$ cat src/rtl/anton_neopixel_rx_decoder.sv
// WS2812 loopback decoder: recovers MSB-first bytes from 8-tick pulse-width bits, frames split by the reset gap.
// Optional stats counters: define ANTON_NEOPIXEL_RX_STATS_EN. rxValid 3 cycles after the pin falls; no back-pressure.
`ifndef RESET_DELAY_DEFAULT
`define RESET_DELAY_DEFAULT 320
`endif

module anton_neopixel_rx_decoder #(
    parameter int unsigned RESET_DELAY = `RESET_DELAY_DEFAULT,
    parameter int unsigned BIT_MIN     = 1,
    parameter int unsigned BIT1_MIN    = 4,
    parameter int unsigned BIT_MAX     = 7
) (
    input  logic        clk6_4mhz,
    input  logic        apbPresern,
    input  logic        neoData,
    output logic [7:0]  rxData,
    output logic        rxValid,
    output logic [15:0] rxIndex,
    output logic        frameDone,
    output logic [15:0] frameBytes,
    output logic        rxError,
    output logic        armed,
    output logic [15:0] frameCount,
    output logic [15:0] errorCount
);

    localparam int CW = $clog2(RESET_DELAY + 1);
    localparam logic [CW-1:0] RD_C   = CW'(RESET_DELAY);
    localparam logic [CW-1:0] HMIN_C = CW'(BIT_MIN);
    localparam logic [CW-1:0] H1_C   = CW'(BIT1_MIN);
    localparam logic [CW-1:0] HMAX_C = CW'(BIT_MAX);

    typedef enum logic [1:0] {SYNC_WAIT, IDLE, HIGH, LOW} state_t;

    state_t        state_q, state_d;
    logic          sync1_q, sync2_q;
    logic [CW-1:0] low_cnt_q, low_cnt_d;
    logic [CW-1:0] high_cnt_q, high_cnt_d;
    logic [CW-1:0] low_inc, high_inc;
    logic [2:0]    bit_cnt_q, bit_cnt_d;
    logic [7:0]    shift_q, shift_d;
    logic [15:0]   byte_cnt_q, byte_cnt_d;
    logic [7:0]    rx_data_q, rx_data_d;
    logic          rx_valid_q, rx_valid_d;
    logic [15:0]   rx_index_q, rx_index_d;
    logic          frame_done_q, frame_done_d;
    logic [15:0]   frame_bytes_q, frame_bytes_d;
    logic          rx_error_q, rx_error_d;
    logic          armed_q, armed_d;
    logic          new_bit;

    assign low_inc  = (low_cnt_q  == '1) ? low_cnt_q  : low_cnt_q  + CW'(1);
    assign high_inc = (high_cnt_q == '1) ? high_cnt_q : high_cnt_q + CW'(1);

    always_ff @(posedge clk6_4mhz or negedge apbPresern) begin
        if (!apbPresern) begin
            sync1_q       <= 1'b0;
            sync2_q       <= 1'b0;
            state_q       <= SYNC_WAIT;
            low_cnt_q     <= '0;
            high_cnt_q    <= '0;
            bit_cnt_q     <= 3'd0;
            shift_q       <= 8'd0;
            byte_cnt_q    <= 16'd0;
            rx_data_q     <= 8'd0;
            rx_valid_q    <= 1'b0;
            rx_index_q    <= 16'd0;
            frame_done_q  <= 1'b0;
            frame_bytes_q <= 16'd0;
            rx_error_q    <= 1'b0;
            armed_q       <= 1'b0;
        end else begin
            sync1_q       <= neoData;
            sync2_q       <= sync1_q;
            state_q       <= state_d;
            low_cnt_q     <= low_cnt_d;
            high_cnt_q    <= high_cnt_d;
            bit_cnt_q     <= bit_cnt_d;
            shift_q       <= shift_d;
            byte_cnt_q    <= byte_cnt_d;
            rx_data_q     <= rx_data_d;
            rx_valid_q    <= rx_valid_d;
            rx_index_q    <= rx_index_d;
            frame_done_q  <= frame_done_d;
            frame_bytes_q <= frame_bytes_d;
            rx_error_q    <= rx_error_d;
            armed_q       <= armed_d;
        end
    end

    // The FSM tracks the line level, so a synchronised edge is simply a level that disagrees with the state.
    always_comb begin
        state_d       = state_q;
        low_cnt_d     = low_cnt_q;
        high_cnt_d    = high_cnt_q;
        bit_cnt_d     = bit_cnt_q;
        shift_d       = shift_q;
        byte_cnt_d    = byte_cnt_q;
        rx_data_d     = rx_data_q;
        rx_valid_d    = 1'b0;
        rx_index_d    = rx_index_q;
        frame_done_d  = 1'b0;
        frame_bytes_d = frame_bytes_q;
        rx_error_d    = 1'b0;
        armed_d       = armed_q;
        new_bit       = 1'b0;
        case (state_q)
            SYNC_WAIT: begin
                if (sync2_q) begin
                    low_cnt_d = '0;
                end else if (low_inc == RD_C) begin
                    state_d   = IDLE;
                    armed_d   = 1'b1;
                    low_cnt_d = '0;
                end else begin
                    low_cnt_d = low_inc;
                end
            end
            IDLE: begin
                if (sync2_q) begin
                    state_d    = HIGH;
                    high_cnt_d = CW'(1);
                end
            end
            HIGH: begin
                if (sync2_q ? (high_cnt_q >= HMAX_C) : (high_cnt_q < HMIN_C)) begin
                    // Bad pulse width: drop the frame and resynchronise on a full reset gap.
                    rx_error_d = 1'b1;
                    armed_d    = 1'b0;
                    state_d    = SYNC_WAIT;
                    low_cnt_d  = '0;
                    bit_cnt_d  = 3'd0;
                    byte_cnt_d = 16'd0;
                    shift_d    = 8'd0;
                end else if (sync2_q) begin
                    high_cnt_d = high_inc;
                end else begin
                    new_bit   = (high_cnt_q >= H1_C);
                    shift_d   = {shift_q[6:0], new_bit};
                    bit_cnt_d = bit_cnt_q + 3'd1;
                    low_cnt_d = CW'(1);
                    state_d   = LOW;
                    if (bit_cnt_q == 3'd7) begin
                        rx_valid_d = 1'b1;
                        rx_data_d  = {shift_q[6:0], new_bit};
                        rx_index_d = byte_cnt_q;
                        byte_cnt_d = (byte_cnt_q == 16'hFFFF) ? byte_cnt_q : byte_cnt_q + 16'd1;
                    end
                end
            end
            LOW: begin
                if (sync2_q) begin
                    state_d    = HIGH;
                    high_cnt_d = CW'(1);
                end else if (low_inc == RD_C) begin
                    if (bit_cnt_q == 3'd0) begin
                        frame_done_d  = 1'b1;
                        frame_bytes_d = byte_cnt_q;
                    end else begin
                        rx_error_d = 1'b1;
                    end
                    byte_cnt_d = 16'd0;
                    bit_cnt_d  = 3'd0;
                    low_cnt_d  = '0;
                    state_d    = IDLE;
                end else begin
                    low_cnt_d = low_inc;
                end
            end
            default: state_d = SYNC_WAIT;
        endcase
    end

    assign rxData     = rx_data_q;
    assign rxValid    = rx_valid_q;
    assign rxIndex    = rx_index_q;
    assign frameDone  = frame_done_q;
    assign frameBytes = frame_bytes_q;
    assign rxError    = rx_error_q;
    assign armed      = armed_q;

`ifdef ANTON_NEOPIXEL_RX_STATS_EN
    logic [15:0] frame_count_q, error_count_q;

    // Counters advance on the same edge as the strobe, so they read updated while the strobe is high.
    always_ff @(posedge clk6_4mhz or negedge apbPresern) begin
        if (!apbPresern) begin
            frame_count_q <= 16'd0;
            error_count_q <= 16'd0;
        end else begin
            if (frame_done_d && frame_count_q != 16'hFFFF)
                frame_count_q <= frame_count_q + 16'd1;
            if (rx_error_d && error_count_q != 16'hFFFF)
                error_count_q <= error_count_q + 16'd1;
        end
    end

    assign frameCount = frame_count_q;
    assign errorCount = error_count_q;
`else
    assign frameCount = 16'd0;
    assign errorCount = 16'd0;
`endif

endmodule

$ cat config.mk
export PLATFORM = sky130hd
export DESIGN_NAME = anton_neopixel_rx_decoder
export DESIGN_NICKNAME = d
export VERILOG_FILES = /design/src/rtl/anton_neopixel_rx_decoder.sv
export SDC_FILE = /design/constraint.sdc
export NUM_CORES = 1
export LEC_CHECK = 0
export BUFFER_PORTS_ARGS = -buffer_cell sky130_fd_sc_hd__buf_2
export CAP_MARGIN = 0
export CORE_UTILIZATION = 45
export CTS_BUF_LIST = sky130_fd_sc_hd__clkbuf_4 sky130_fd_sc_hd__clkbuf_8
export DETAILED_ROUTE_END_ITERATION = 6
export PLACE_DENSITY_LB_ADDON = 0.15
export SKIP_CTS_REPAIR_TIMING = 1
export SLEW_MARGIN = 20
export SYNTH_ARGS = -nofsm -noshare
export SYNTH_HDL_FRONTEND = slang
export SYNTH_SLANG_ARGS = --single-unit
$ cat constraint.sdc
create_clock -name clk6_4mhz -period 2.3 [get_ports clk6_4mhz]
set_input_delay 0.345 -clock clk6_4mhz [delete_from_list [all_inputs] [get_ports clk6_4mhz]]
set_output_delay 0.345 -clock clk6_4mhz [all_outputs]
set_load 0.01 [all_outputs]
After elaboration in Yosys (flattened, before gate mapping)
Cells that the tools add are included.
Storage, ports and cells
  register bits: 92
Cells by class
  equality and inequality tests: 22
  muxes and demuxes: 51
  $add $sub $neg: 4
  bitwise operators: 2
  reductions and logical operators: 16
  order comparisons: 3
Operators with widths (count)
  16-bit two-way mux: 6
  9-bit two-way mux: 10
  16-bit one-hot mux with 2 select lines: 1
  9-bit == test (second input constant): 3
  9-bit one-hot mux with 3 select lines: 1
  9-bit by 1-bit adder with 9-bit output (second input constant): 2
  9-bit by 3-bit greater-or-equal comparator with 1-bit output (second input constant): 2
  2-bit != test (second input constant): 9
  9-bit one-hot mux with 2 select lines: 1
  16-bit by 1-bit adder with 16-bit output (second input constant): 1
  16-bit == test (second input constant): 1
  1-bit two-way mux: 16
  4-bit AND reduction: 4
  7-bit two-way mux: 2
  2-bit two-way mux: 6
  3-bit two-way mux: 4
  9-bit by 1-bit < comparator with 1-bit output (second input constant): 1
  3-bit != test (second input constant): 3
  2-bit one-hot mux with 4 select lines: 1
  3-bit one-hot mux with 2 select lines: 1
  3-bit AND reduction: 2
  6-bit AND reduction: 1
  2-bit nonzero test: 3
  5-bit AND reduction: 1
  12 further kinds: 16

Depth between registers and ports, before layout
Gate-level depths: netlist of the first run.
  depth in word-level cells: 6
  depth in mapped cells: 8
  mapped depth without buffers: 8

Worst setup path before layout of the first run
No wires, ideal clock.
  path type: reg2reg
  start: reg low_cnt_q[1]
  end: reg frame_bytes_q[0], in the netlist frameBytes[0]
  cell stages (with the launch flop): 8
  data required time: 2175 ps
  library setup time: 125 ps
  arrival: 2364 ps
  path slack: -190 ps
  cells stage by stage: dfrtp_1 ha_1 and3_4 a2111oi_4 a21oi_4 nor4_4 buf_6 mux2_4
On the way
  word-level cells in the longest chain between the ends: 4
  elaborated cells between the ends (all ways): 5
  those cells by class: add/sub: 1; eq/ne: 2; mux: 1; reduce/logical: 1
Ends and longest elaborated chain
  start: declaration: RTL line 37  | logic [CW-1:0] low_cnt_q, low_cnt_d;
  start signal: assignment: RTL line 76  | low_cnt_q <= low_cnt_d;
  9-bit by 1-bit adder with 9-bit output or 9-bit == test (tied branches): RTL line 52  | assign low_inc = (low_cnt_q == '1) ? low_cnt_q : low_cnt_q + CW'(1);
  9-bit two-way mux (*): RTL line 52
  9-bit == test (*): RTL line 155  | end else if (low_inc == RD_C) begin
  4-bit AND reduction (no line) (*)
  end signal: assignment: RTL line 85  | frame_bytes_q <= frame_bytes_d;
  end: declaration: RTL line 47  | logic [15:0] frame_bytes_q, frame_bytes_d;
Every way passes the cells marked *; elsewhere a longest branch is shown, timed or not.
A chain may end at the register's enable or synchronous reset.

Worst setup path in the final report of the first run
  start: reg low_cnt_q[1]
  end: reg frame_bytes_q[12], in the netlist frameBytes[12]
Same word-level chain as after synthesis.

==> results.sh, run 1 <==
export IMPL_synth_cell_types=67
export IMPL_antenna_found_initial=0
export IMPL_htree_levels=3
export IMPL_synth_cell_area_mm2=0.004917
export IMPL_syn_avg_cell_area_um2=10.33
export IMPL_slowest_stage="dfrtp_2"
export IMPL_netlist_instances=476
export IMPL_critical_path_cell_chain="ha_4 > and3_4 > nor3b_1 > o21ai_1 > nor4_4 > buf_4 > buf_12 > mux2_2"
export IMPL_criticalPathCategory="register to register"
export IMPL_clock_sinks=92
export IMPL_cp_max_fo=8
export IMPL_final_hold_viol_count=42
export IMPL_cp_required_ps=2550
export IMPL_layout_setup_ws_ps=53.72
export IMPL_power_density_mw_per_mm2=527.8
export IMPL_vias=3618
export IMPL_grt_use_total_pct=19.28
export IMPL_final_core_util_pct=54.22
export IMPL_final_setup_tns_ps=0
export IMPL_first_iter_violations=165
export IMPL_cap_violations=0
export IMPL_slew_limit_headroom_pct=55.87
export IMPL_fin_crit_sh_pct=97.66
export IMPL_p_leak_nw=2.660
export IMPL_pre_cts_ws_ps=93.86
export IMPL_setup_viol=0
export IMPL_first_pass_iters=5
export IMPL_dpl_cell_area_mm2=0.005346
export IMPL_fin_skew_ps=4.838
export IMPL_port_buffers=46
export IMPL_violations="negative hold slack"
export IMPL_viasPerCell=5.352
export IMPL_clockBufferDepth=2
export IMPL_cp_arrival_ps=2500
export IMPL_seq_area_frac_synth_pct=46.82
export IMPL_cts_buffers=9
export IMPL_root_buffer="clkbuf_8"
export IMPL_design_core_area_mm2=0.01046
export IMPL_grt_pass1_wl_um=17250
export IMPL_drive_gt1_share_pct=29.44
export IMPL_drv_slew=0
export IMPL_gp_congestion=0.8548
export IMPL_start_util_pct=47.00
export IMPL_drc=0
export IMPL_placementRows=37
export IMPL_status="finished with violations"
export IMPL_drt_total_wl_um=10340
export IMPL_wire_per_inst_um=15.30
export IMPL_cp_end_kind="register"
export IMPL_hpwl_um=7291
export IMPL_hp_class="input pin to async pin"
export IMPL_max_stage_delay_ps=440
export IMPL_synth_seq_cells=92
export IMPL_area_growth_pct=15.37
export IMPL_cts_reportedPaths_clkPinSlew_ps=90
export IMPL_min_period_ps=2246
export IMPL_ir_drop_mv=0.3377
export IMPL_ios=79
export IMPL_nets=546
export IMPL_fp_dieH_um=106.5
export IMPL_yosysWarnings=0
export IMPL_final_area_mm2=0.005673
export IMPL_start_kind="register"
export IMPL_die_width_um=106.5
export IMPL_worstSkewPairLatency_ps=360
export IMPL_die_area_mm2=0.01135
export IMPL_async_flop_share_pct=100.0
export IMPL_fmax_mhz=445.2
export IMPL_synth_edff_count=0
export IMPL_ant_nets=0
export IMPL_synth_ff_type="dfrtp_1"
export IMPL_overflow=0
export IMPL_worstMarginPinSlew_ps=660.5
export IMPL_grt_pass1_vias=3434
export IMPL_hold_ws_ps=-22.14
export IMPL_diodes=0
export IMPL_tritoncts="yes"
export IMPL_grt_start_max_net_pins=45
## sequential cells by signal (all words and copies together) (netlist names)
| signal | count |
|---|---|
| armed | 1 |
| bit_cnt_q | 3 |
| byte_cnt_q | 16 |
| frameBytes | 16 |
| frameDone | 1 |
| high_cnt_q | 9 |
| low_cnt_q | 9 |
| rxData | 8 |
| rxError | 1 |
| rxIndex | 16 |
| rxValid | 1 |
| shift_q | 7 |
| state_q | 2 |
| sync1_q | 1 |
| sync2_q | 1 |
## worst max-delay path, delay by kind of cell, from the launching register on
kind | cells | cell delay [ps]
simple gates | 3 | 710
buf+inv | 2 | 330
flops | 1 | 440
compound gates | 1 | 140
fa+ha+maj | 1 | 190
mux | 1 | 330
## metal layers
metal	vias to the layer above	GRT usage (%)	wire [um]
li1	1765	-	-
met1	1785	25.92	4898
met2	60	31.91	5064
met3	8	2.820	260
met4	0	6.458	117
met5	-	0	0
## cells by family (layout without fill, tap and decap cells)
family / after synthesis / count (layout) / synth area share [%]
and+or+nand+nor: 151 / 151 / 16.44
AOI/OAI and AO/OA: 107 / 107 / 15.06
DFF: 92 / 92 / 46.82
buffers and inverters: 72 / 105 / 8.727
muxes: 41 / 41 / 10.13
adders and majority gates: 8 / 8 / 2.036
xor gates and xnor gates: 4 / 4 / 0.7126
other: 1 / 32 / 0.07626
## through the flow
| stage | cells | power [mW] |
|---|---|---|
| after detailed placement | 657 | 1.787 |
| after global placement | 657 | 1.786 |
| after floorplan | 507 | 1.773 |
| after CTS | 673 | 3.019 |
| final | 676 | 2.994 |
| after global routing | 676 | 3.105 |
## cells in the mapped netlist, types with 6 or more instances
cell	count	area [um2]
nor2_1	23	86.33
mux2_4	10	150.1
nand2_1	50	187.7
clkbuf_1	17	63.81
mux2_2	30	337.8
inv_1	13	48.80
o211ai_1	6	45.04
and2_1	8	50.05
a31oi_1	6	37.54
dfrtp_1	92	2302
nand4_1	9	56.30
buf_4	32	240.2
o21ai_0	37	185.2
ha_1	8	100.1
a21oi_1	12	60.06
nor3_1	11	55.05
nand3_1	10	50.05
## worst paths after layout
path | startpoint | endpoint | slack, ps | cells past startpoint
worst max-delay path | low_cnt_q[1] | frameBytes[12] | 50 | 8
worst min-delay path | apbPresern | frameBytes[0] | -20 | 1
worst max register to register | low_cnt_q[1] | frameBytes[12] | 50 | 8
worst min register to register | sync1_q | sync2_q | 360 | 0
max in group asynchronous | apbPresern | byte_cnt_q[10] | 1690 | 2
min in group clk6_4mhz | neoData | sync1_q | 80 | 1
## cells in the final DEF, fill, tap and decap left out, types with 9 or more instances in the layout
master    instances
dfrtp_1          88
nand2_1          50
buf_2            45
o21ai_0          36
conb_1           32
mux2_2           27
buf_4            24
nor2_1           22
inv_1            13
mux2_4           13
a21oi_1          12
nor3_1           11
nand4_1           9
clkbuf_8          9
## power by group
part,switching (mW),leakage (nW),internal (mW),total (mW)
registers,0.00901,1.27,1.62,1.63
logic,0.0893,1.28,0.0382,0.128
clock network,0.592,0.111,0.643,1.24
## area by class of cell
class                   instances  area [um2]
clock buffers                  11       138.9
clock inverters                 5       85.08
fillers                       970        4790
inverters                      13       48.80
multi-input cells             343        2381
flip-flops and latches         92        2307
well taps                     136       170.2
repair buffers                 76       541.8
Note: power is estimated with default switching activity, not from simulation.
==> inputs of run 2 (changes only) <==
Settings changed: ABC_AREA set to 1, CORE_ASPECT_RATIO set to 1.5, CORE_UTILIZATION 45 to 40.
==> results.sh, run 2 <==
export IMPL_status="complete, no violations"
export IMPL_synth_compound_gate_area_share_pct=6.665
export IMPL_first_pass_iters=4
export IMPL_p_leak_nw=2.762
export IMPL_syn_avg_cell_area_um2=8.497
export IMPL_area_growth_pct=12.72
export IMPL_synth_top_area_share_pct=48.47
export IMPL_diodes=0
export IMPL_synth_seq_cells=92
export IMPL_layout_setup_ws_ps=153.2
export IMPL_synth_ff_type="dfrtp_1"
export IMPL_power_density_mw_per_mm2=546.8
export IMPL_cap_violations=0
export IMPL_synth_cell_types=39
export IMPL_worstMarginPinSlew_ps=597.7
export IMPL_fmax_mhz=465.8
export IMPL_htree_levels=3
export IMPL_cts_buffers=9
export IMPL_start_kind="register"
export IMPL_pre_cts_ws_ps=56.22
export IMPL_die_width_um=90.97
export IMPL_rsz0062_at_grt="true"
export IMPL_grt_use_total_pct=17.94
export IMPL_design_core_area_mm2=0.01153
export IMPL_ant_nets=0
export IMPL_drv_slew=0
export IMPL_gp_congestion=0.8125
export IMPL_yosysMostFrequentCell="nand2_1"
export IMPL_netlist_instances=559
export IMPL_power_mw=2.928
export IMPL_async_flop_share_pct=100.0
export IMPL_antenna_found_initial=0
export IMPL_synth_top_family_by_area="simple AND/OR/NAND/NOR gates"
export IMPL_setup_viol=0
export IMPL_mostFrequentLayoutCell="nand2_1"
export IMPL_hp_class="input pin to register"
export IMPL_port_buffers=46
export IMPL_cp_arrival_ps=2410
export IMPL_fin_crit_sh_pct=93.34
export IMPL_drt_total_wl_um=10550
export IMPL_clockBufferDepth=2
export IMPL_viasPerCell=4.803
export IMPL_criticalPathCategory="register to register"
export IMPL_drive_gt1_share_pct=19.90
export IMPL_cp_required_ps=2570
export IMPL_hold_ws_ps=74.29
export IMPL_most_common_layout_cells="nand2_1, dfrtp_1, inv_1, buf_2, o21ai_0"
export IMPL_nets=629
export IMPL_grt_start_max_net_pins=47
export IMPL_slew_limit_headroom_pct=60.09
export IMPL_ir_drop_mv=0.2648
export IMPL_start_util_pct=41.19
export IMPL_final_core_util_pct=46.43
export IMPL_cts_reportedPaths_clkPinSlew_ps=90
export IMPL_overflow=0
export IMPL_cp_end_kind="register"
export IMPL_fp_dieH_um=135.5
export IMPL_synth_xor_area_share_pct=1.844
export IMPL_grt_pass1_wl_um=17390
export IMPL_cp_max_fo=8
export IMPL_clock_sinks=92
export IMPL_root_buffer="clkbuf_8"
export IMPL_yosysWarnings=0
export IMPL_seq_area_frac_synth_pct=48.47
export IMPL_min_period_ps=2147
export IMPL_synth_adder_area_share_pct=2.107
export IMPL_tritoncts="yes"
export IMPL_hpwl_um=7828
export IMPL_synth_mux_area_share_pct=0
export IMPL_fin_skew_ps=11.80
export IMPL_synthSimpleGateAreaFrac_pct=28.19
export IMPL_ios=79
export IMPL_synth_edff_count=0
export IMPL_final_hold_viol_count=0
export IMPL_synthTopCellsByCount="nand2_1, dfrtp_1, inv_1"
export IMPL_synth_cell_area_mm2=0.004750
export IMPL_drc=0
export IMPL_wire_per_inst_um=13.64
export IMPL_first_iter_violations=169
export IMPL_dpl_cell_area_mm2=0.005071
export IMPL_grt_pass1_vias=3667
export IMPL_vias=3713
export IMPL_synth_top_area_cell="dfrtp_1"
export IMPL_die_area_mm2=0.01232
export IMPL_worstSkewPairLatency_ps=380
export IMPL_placementRows=48
export IMPL_synthTopCellsByArea="dfrtp_1, nand2_1, buf_4"
export IMPL_final_area_mm2=0.005354
==> run 2: cells by family after synthesis <==
logic type | count (synthesis)
adders and majority gates | 8
other | 1
AOI/OAI and AO/OA | 57
buffers and inverters | 113
xor gates and xnor gates | 10
DFF | 92
and+or+nand+nor | 278
==> run 2: routing by layer <==
layer | share of wire (%) | track usage, % | vias to the layer above | wire [um]
met2 | 55 | 32.95 | 76 | 5757
met3 | 3.1 | 2.694 | 20 | 328
li1 | - | - | 1862 | -
met4 | 2.6 | 8.554 | 0 | 272
met1 | 40 | 20.27 | 1755 | 4188
met5 | 0 | 0 | - | 0
==> run 2: where the power goes <==
group	switching, mW	total, mW	leakage, nW	internal [mW]
clock network	0.618	1.20	0.112	0.577
registers	0.00784	1.63	1.28	1.62
logic	0.0809	0.103	1.37	0.0216
total	0.707	2.93	2.76	2.22
==> run 2: cell type report <==
class                   instances  area [um2]
flip-flops and latches         92        2302
fillers                      1169        6177
inverters                      68       267.8
clock inverters                 5       67.56
repair buffers                 60       365.4
well taps                     150       187.7
clock buffers                  11       151.4
multi-input cells             387        2012
==> run 2: critical path, stage by stage (launching register included) <==
cell and delay [ps]:
dfrtp_1 430, ha_1 260, nand2_2 100, nor2_4 50
nand3_2 140, inv_2 80, nor2_2 140, nand2_2 80
nor2_4 130, nand3_4 140, nand2_4 150, nand3_4 150
nand2_1 100, nand2_1 70
==> run 2: per-stage QoR <==
step / cells / TNS (ps)
2_1_floorplan: 590 / 0
3_3_place_gp: 753 / 0
3_5_place_dp: 753 / 0
4_1_cts: 769 / 0
5_1_grt: 773 / -11.86
6_report: 773 / 0
==> run 2: worst paths after layout <==
path	start	slack (ps)	cells after the start	end
max	low_cnt_q[0]	150	13	byte_cnt_q[9]
min in group asynchronous	apbPresern	380	2	rxIndex[8]
max reg2reg	low_cnt_q[0]	150	13	byte_cnt_q[9]
min reg2reg	sync1_q	360	0	sync2_q
max in group asynchronous	apbPresern	1360	3	frameBytes[8]
min	neoData	70	1	sync1_q
